==> src/rtl/clint_trap_seq.sv <==
// clint_trap_seq: machine-mode trap entry (mepc, mstatus, mcause writes) and mret sequencing.
// Latency: uncontended trap request at cycle N -> int_assert_o at N+4; mret -> N+2.
// Backpressure: each CSR-write state holds while ex_csr_we_i=1; requests outside IDLE are ignored.
//
// Ports:
//   clk, rst                         clock, synchronous active-high reset
//   ecall_i/ebreak_i/mret_i          one-cycle decoded requests from ID
//   timer_irq_i, global_int_en_i     level timer interrupt and mstatus.MIE
//   inst_addr_i                      PC of the instruction in ID (saved as mepc)
//   ex_csr_we_i                      EX stage is using the CSR write port this cycle
//   csr_mtvec_i/mepc_i/mstatus_i     live CSR values
//   clint_we_o/waddr_o/raddr_o/data_o  second CSR write port (12-bit address zero-extended)
//   hold_flag_o                      pipeline stall while a sequence is in flight
//   int_assert_o, int_addr_o         one-cycle redirect strobe and target
// Option: define CLINT_TIMER_INT_EN to sequence timer interrupts; otherwise timer_irq_i is ignored.
module clint_trap_seq #(
  parameter logic [63:0] TIMER_CAUSE = 64'h8000_0000_0000_0007
) (
  input  logic        clk,
  input  logic        rst,
  input  logic        ecall_i,
  input  logic        ebreak_i,
  input  logic        mret_i,
  input  logic        timer_irq_i,
  input  logic [63:0] inst_addr_i,
  input  logic        ex_csr_we_i,
  input  logic        global_int_en_i,
  input  logic [63:0] csr_mtvec_i,
  input  logic [63:0] csr_mepc_i,
  input  logic [63:0] csr_mstatus_i,
  output logic        clint_we_o,
  output logic [63:0] clint_waddr_o,
  output logic [63:0] clint_raddr_o,
  output logic [63:0] clint_data_o,
  output logic        hold_flag_o,
  output logic        int_assert_o,
  output logic [63:0] int_addr_o
);

  localparam logic [11:0] CSR_MSTATUS = 12'h300;
  localparam logic [11:0] CSR_MEPC    = 12'h341;
  localparam logic [11:0] CSR_MCAUSE  = 12'h342;
  localparam logic [63:0] CAUSE_ECALL  = 64'd11;
  localparam logic [63:0] CAUSE_EBREAK = 64'd3;

  typedef enum logic [2:0] {
    S_IDLE,
    S_W_MEPC,
    S_W_MSTATUS,
    S_W_MCAUSE,
    S_R_MSTATUS,
    S_ASSERT
  } state_e;

  state_e      state_q, state_d;
  logic [63:0] pc_q, pc_d;
  logic [63:0] cause_q, cause_d;
  logic        mret_q, mret_d;

  logic        timer_req;
  logic        accept;
  logic        wr_state;
  logic [11:0] csr_addr;
  logic [63:0] wr_data;
  logic [63:0] mstatus_trap;
  logic [63:0] mstatus_mret;

`ifdef CLINT_TIMER_INT_EN
  assign timer_req = timer_irq_i & global_int_en_i;
`else
  // Timer inputs are deliberately unconnected in this build.
  logic unused_timer;
  assign unused_timer = timer_irq_i & global_int_en_i;
  assign timer_req    = 1'b0;
`endif

  // Only IDLE accepts work; reset blocks acceptance so nothing starts under reset.
  assign accept = ~rst & (state_q == S_IDLE) & (mret_i | ecall_i | ebreak_i | timer_req);

  // Trap entry: MPIE <- MIE, MIE <- 0, MPP <- M. mret: MIE <- MPIE, MPIE <- 1.
  always_comb begin
    mstatus_trap        = csr_mstatus_i;
    mstatus_trap[7]     = csr_mstatus_i[3];
    mstatus_trap[3]     = 1'b0;
    mstatus_trap[12:11] = 2'b11;
    mstatus_mret        = csr_mstatus_i;
    mstatus_mret[3]     = csr_mstatus_i[7];
    mstatus_mret[7]     = 1'b1;
  end

  always_comb begin
    state_d = state_q;
    pc_d    = pc_q;
    cause_d = cause_q;
    mret_d  = mret_q;
    case (state_q)
      S_IDLE: begin
        if (accept) begin
          pc_d   = inst_addr_i;
          mret_d = mret_i;
          if (mret_i) begin
            state_d = S_R_MSTATUS;
          end else begin
            state_d = S_W_MEPC;
            if (ecall_i)       cause_d = CAUSE_ECALL;
            else if (ebreak_i) cause_d = CAUSE_EBREAK;
            else               cause_d = TIMER_CAUSE;
          end
        end
      end
      // Write states advance only once EX releases the CSR write port.
      S_W_MEPC:    if (!ex_csr_we_i) state_d = S_W_MSTATUS;
      S_W_MSTATUS: if (!ex_csr_we_i) state_d = S_W_MCAUSE;
      S_W_MCAUSE:  if (!ex_csr_we_i) state_d = S_ASSERT;
      S_R_MSTATUS: if (!ex_csr_we_i) state_d = S_ASSERT;
      S_ASSERT:    state_d = S_IDLE;
      default:     state_d = S_IDLE;
    endcase
  end

  always_ff @(posedge clk) begin
    if (rst) begin
      state_q <= S_IDLE;
      pc_q    <= '0;
      cause_q <= '0;
      mret_q  <= 1'b0;
    end else begin
      state_q <= state_d;
      pc_q    <= pc_d;
      cause_q <= cause_d;
      mret_q  <= mret_d;
    end
  end

  // Write-port contents decode straight from the registered state.
  always_comb begin
    wr_state = 1'b0;
    csr_addr = '0;
    wr_data  = '0;
    case (state_q)
      S_W_MEPC:    begin wr_state = 1'b1; csr_addr = CSR_MEPC;    wr_data = pc_q;         end
      S_W_MSTATUS: begin wr_state = 1'b1; csr_addr = CSR_MSTATUS; wr_data = mstatus_trap; end
      S_W_MCAUSE:  begin wr_state = 1'b1; csr_addr = CSR_MCAUSE;  wr_data = cause_q;      end
      S_R_MSTATUS: begin wr_state = 1'b1; csr_addr = CSR_MSTATUS; wr_data = mstatus_mret; end
      default:     ;
    endcase
  end

  // Reset forces every output low, so an aborted sequence cannot emit a late write.
  assign clint_we_o    = ~rst & wr_state & ~ex_csr_we_i;
  assign clint_waddr_o = rst ? '0 : {52'd0, csr_addr};
  assign clint_raddr_o = rst ? '0 : {52'd0, csr_addr};
  assign clint_data_o  = rst ? '0 : wr_data;
  assign int_assert_o  = ~rst & (state_q == S_ASSERT);
  assign int_addr_o    = int_assert_o ? (mret_q ? csr_mepc_i : csr_mtvec_i) : '0;
  assign hold_flag_o   = ~rst & ((state_q != S_IDLE) | accept);

endmodule

==> config.mk <==
export PLATFORM = sky130hd
export DESIGN_NAME = clint_trap_seq
export DESIGN_NICKNAME = d
export VERILOG_FILES = /design/src/rtl/clint_trap_seq.sv
export SDC_FILE = /design/constraint.sdc
export NUM_CORES = 1
export LEC_CHECK = 0
export BUFFER_PORTS_ARGS = -buffer_cell sky130_fd_sc_hd__buf_4
export CORE_AREA = 4 4 201 203
export CTS_CLUSTER_SIZE = 16
export DETAILED_ROUTE_END_ITERATION = 8
export DIE_AREA = 0 0 205 207
export PLACE_DENSITY = 0.44
export RECOVER_POWER = 50
export SLEW_MARGIN = 20
export SYNTH_ARGS = -nofsm -noshare
export SYNTH_HDL_FRONTEND = slang
export SYNTH_SLANG_ARGS = --single-unit
==> constraint.sdc <==
create_clock -name clk -period 3.91 [get_ports clk]
set_input_delay 0.9775 -clock clk [delete_from_list [all_inputs] [get_ports clk]]
set_output_delay 0.9775 -clock clk [all_outputs]
set_load 0.1 [all_outputs]
==> flow_metrics.env <==
export IMPL_pre_cts_ws_ns=0.5130
export IMPL_hold_viol_final=0
export IMPL_p_sw_frac=0.5722
export IMPL_fp_coreArea_um2=38470
export IMPL_p_clk_frac=0.165
export IMPL_fin_skew_ns=0.01064
export IMPL_post_cts_setup_buffers=0
export IMPL_worst_hold_slack_ns=0.4644
export IMPL_rsz0062_at_grt="false"
export IMPL_vias=6076
export IMPL_cts_resized=0
export IMPL_drc_errors=0
export IMPL_fin_ws_ns=0.2797
export IMPL_dp_hpwl_um=23170
export IMPL_switchingPower_mw=3.056
export IMPL_rows=72
export IMPL_finalSetupViolations=0
export IMPL_final_layout_size_suffix_gt1_frac=0.4872
export IMPL_synth_seq_area_share=0.2412
export IMPL_fmax_mhz=275.5
export IMPL_insertion_delay_ns=0.34
export IMPL_die_y_um=207
export IMPL_gr_total_overflow=0
export IMPL_drt_wl_total_um=28020
export IMPL_worstHoldPathType="reg2reg"
export IMPL_arrival_ns=2.65
export IMPL_crit_required_ns=2.93
export IMPL_initial_core_util=0.1532
export IMPL_drt_iter0_drc=223
export IMPL_ant_nets=0
export IMPL_gp_routability_congestion=0.7634
export IMPL_seqPwrFrac=0.204
export IMPL_r2r_slack_ns=1.02
export IMPL_dr_pass1_iters=4
export IMPL_ios=523
export IMPL_nFillCells=4355
export IMPL_critical_path_endpoint_type="output port"
export IMPL_synth_area_um2=5892
export IMPL_cts_hold_buffers=0
export IMPL_grt_max_degree=66
export IMPL_nets=1397
export IMPL_cts_sinks=71
export IMPL_antenna_found_initial=3
export IMPL_crit_fanout=65
export IMPL_fin_crit_sh=0.9285
export IMPL_root_buffer="clkbuf_16"
export IMPL_leakage_nw=4.074
export IMPL_clockBufferDepth=2
export IMPL_peakVddDrop_mv=0.2108
export IMPL_grt_pass1_vias=6021
export IMPL_status="finished with violations"
export IMPL_startpoint_type="input port"
export IMPL_power_density_nw_per_um2=589.7
export IMPL_antenna_cells=0
export IMPL_p_comb_frac=0.631
export IMPL_max_cap_violations=1
export IMPL_port_buffers=402
export IMPL_slew_viol_final=32
export IMPL_worstMarginPinSlew_ns=1.898
export IMPL_ys_ff_latch=71
export IMPL_p_int_mw=2.285
export IMPL_synth_cell_types=36
export IMPL_failed_checks="max-capacitance violations, max-slew violations"
export IMPL_postSynthCellCount=772
export IMPL_die_w_um=205
export IMPL_grt_pass1_wl_um=39610
export IMPL_cts_tree="done"
export IMPL_dieArea_um2=42440
export IMPL_ys_warn_count=0
export IMPL_avgViaCountPerCell=3.671
export IMPL_area_delta_synth_final_pct=53.71
export IMPL_htreeDepth=3
export IMPL_grt_total_usage=0.1224
export IMPL_wl_per_cell_um=16.93
export IMPL_cts_clk_slew_worst_paths_ns=0.05
export IMPL_fin_setup_tns_ns=0
export IMPL_avgSynthCellArea_um2=7.632
export IMPL_relSlewSlack=-0.2656
export IMPL_cts_buffers=9
export IMPL_period_needed_ns=3.630
export IMPL_finalPower_mw=5.340
export IMPL_path_class="in2out"
==> final cells by class <==
| class | count | area [um^2] | share of cell area |
|---|---|---|---|
| clock inverters | 4 | 51.30 | 0.005665 |
| multi-input cells | 630 | 3590 | 0.3964 |
| clock buffers | 11 | 264.0 | 0.02915 |
| repair buffers | 418 | 3067 | 0.3386 |
| well taps | 518 | 648.1 | 0.07157 |
| flip-flops and latches | 71 | 1425 | 0.1574 |
| inverters | 3 | 11.26 | 0.001243 |
==> Yosys cell counts <==
| master | number | share of area |
|---|---|---|
| nor3_4 | 1 | 0.0028 |
| nand3_1 | 4 | 0.0034 |
| mux2_1 | 1 | 0.0019 |
| nor3b_1 | 1 | 0.0013 |
| or3_1 | 1 | 0.0011 |
| nand2_1 | 83 | 0.053 |
| nor2_2 | 1 | 0.0011 |
| a221oi_1 | 1 | 0.0015 |
| buf_4 | 127 | 0.16 |
| buf_12 | 5 | 0.017 |
| buf_1 | 5 | 0.0032 |
| o21ai_0 | 2 | 0.0017 |
| xnor2_1 | 1 | 0.0015 |
| nand2_2 | 50 | 0.053 |
| buf_6 | 8 | 0.015 |
| nor3_1 | 4 | 0.0034 |
| nor2_1 | 131 | 0.083 |
| a21oi_1 | 34 | 0.029 |
| and2_1 | 2 | 0.0021 |
| a21oi_2 | 51 | 0.076 |
| nand2b_1 | 8 | 0.0085 |
| nor2_8 | 1 | 0.0034 |
| mux2i_1 | 66 | 0.11 |
| or3_4 | 1 | 0.0019 |
| nor3_2 | 1 | 0.0017 |
| dfxtp_1 | 71 | 0.24 |
| nor2b_1 | 6 | 0.0064 |
| clkbuf_1 | 13 | 0.0083 |
| o22ai_1 | 1 | 0.0011 |
| inv_1 | 1 | 0.00064 |
| nand3b_1 | 2 | 0.0025 |
| buf_2 | 27 | 0.023 |
| a2bb2oi_1 | 2 | 0.0030 |
| a22oi_1 | 56 | 0.071 |
| inv_2 | 2 | 0.0013 |
| conb_1 | 1 | 0.00064 |
==> cells by family after synthesis <==
group	count (synthesis)	share of synthesized area
AND/OR/NAND/NOR	297	0.2289
buffers and inverters	188	0.2304
AO/OA/AOI/OAI	147	0.1833
flip-flops	71	0.2412
multiplexers	67	0.1140
XOR/XNOR	1	0.001487
other	1	0.0006365
==> cells in the final DEF, fill, tap and decap left out, types with 2 or more instances in the layout <==
cell         n
clkbuf_2    31
a2bb2oi_1    2
nand2_1    112
clkbuf_1     5
clkbuf_16   10
a21oi_1     51
mux2i_1     66
nor3_2       2
nand3b_1     2
buf_12       2
o21ai_0      2
nor3_1       3
dfxtp_1     70
nand2_2     21
or3_4        2
conb_1     118
nand2b_1     8
nor2_2      60
nor2b_1      6
a22oi_1     56
a21oi_2     33
buf_4      379
inv_2        2
nor2_1      71
nand3_1      4
==> worst max-delay path, stage by stage <==
cell and delay, ns:
clkbuf_1 0.31, nand3b_1 0.16, clkbuf_4 0.63, nor2_1 0.12, clkbuf_2 0.41
==> metal layers <==
metal  share of wire  vias to the layer above  global-route usage
met4           0.014                        6             0.02402
li1                -                     3036                   -
met5          0.0014                        -                   0
met2            0.52                      280              0.2235
met1            0.38                     2735              0.1396
met3           0.090                       19             0.03879
==> through the flow <==
stage	instance area (um^2)	cells	utilization
floorplan	6490	889	-
global placement	8990	1640	0.2337
detailed placement	8990	1640	0.2337
CTS	9305	1655	0.2419
global route	9056	1655	0.2354
finish	9056	1655	0.2354
==> worst paths after layout <==
check | start | to | depth (start not counted)
worst max-delay path | rst | int_addr_o[38] | 5
worst min-delay path | pc_q[24]$_SDFFE_PP0P_ | pc_q[24]$_SDFFE_PP0P_ | 2
worst max register to register | state_q[2]$_SDFFE_PP0P_ | pc_q[38]$_SDFFE_PP0P_ | 6
worst min register to register | pc_q[24]$_SDFFE_PP0P_ | pc_q[24]$_SDFFE_PP0P_ | 2
==> sequential cells by signal (all words and copies together), names as in the netlist <==
register	flops
state_q	3
pc_q	64
mret_q	1
cause_q	3
==> power groups by stage <==
stage | Sequential, mW | Clock (mW) | Combinational (mW)
after CTS | 1.10 | 0.923 | 3.52
after global placement | 1.12 | 0 | 3.49
final | 1.09 | 0.883 | 3.37
after floorplan | 1.00 | 0 | 3.04
after global routing | 1.12 | 0.947 | 3.58
after detailed placement | 1.12 | 0 | 3.51
Note: power is estimated with default switching activity, not from simulation.
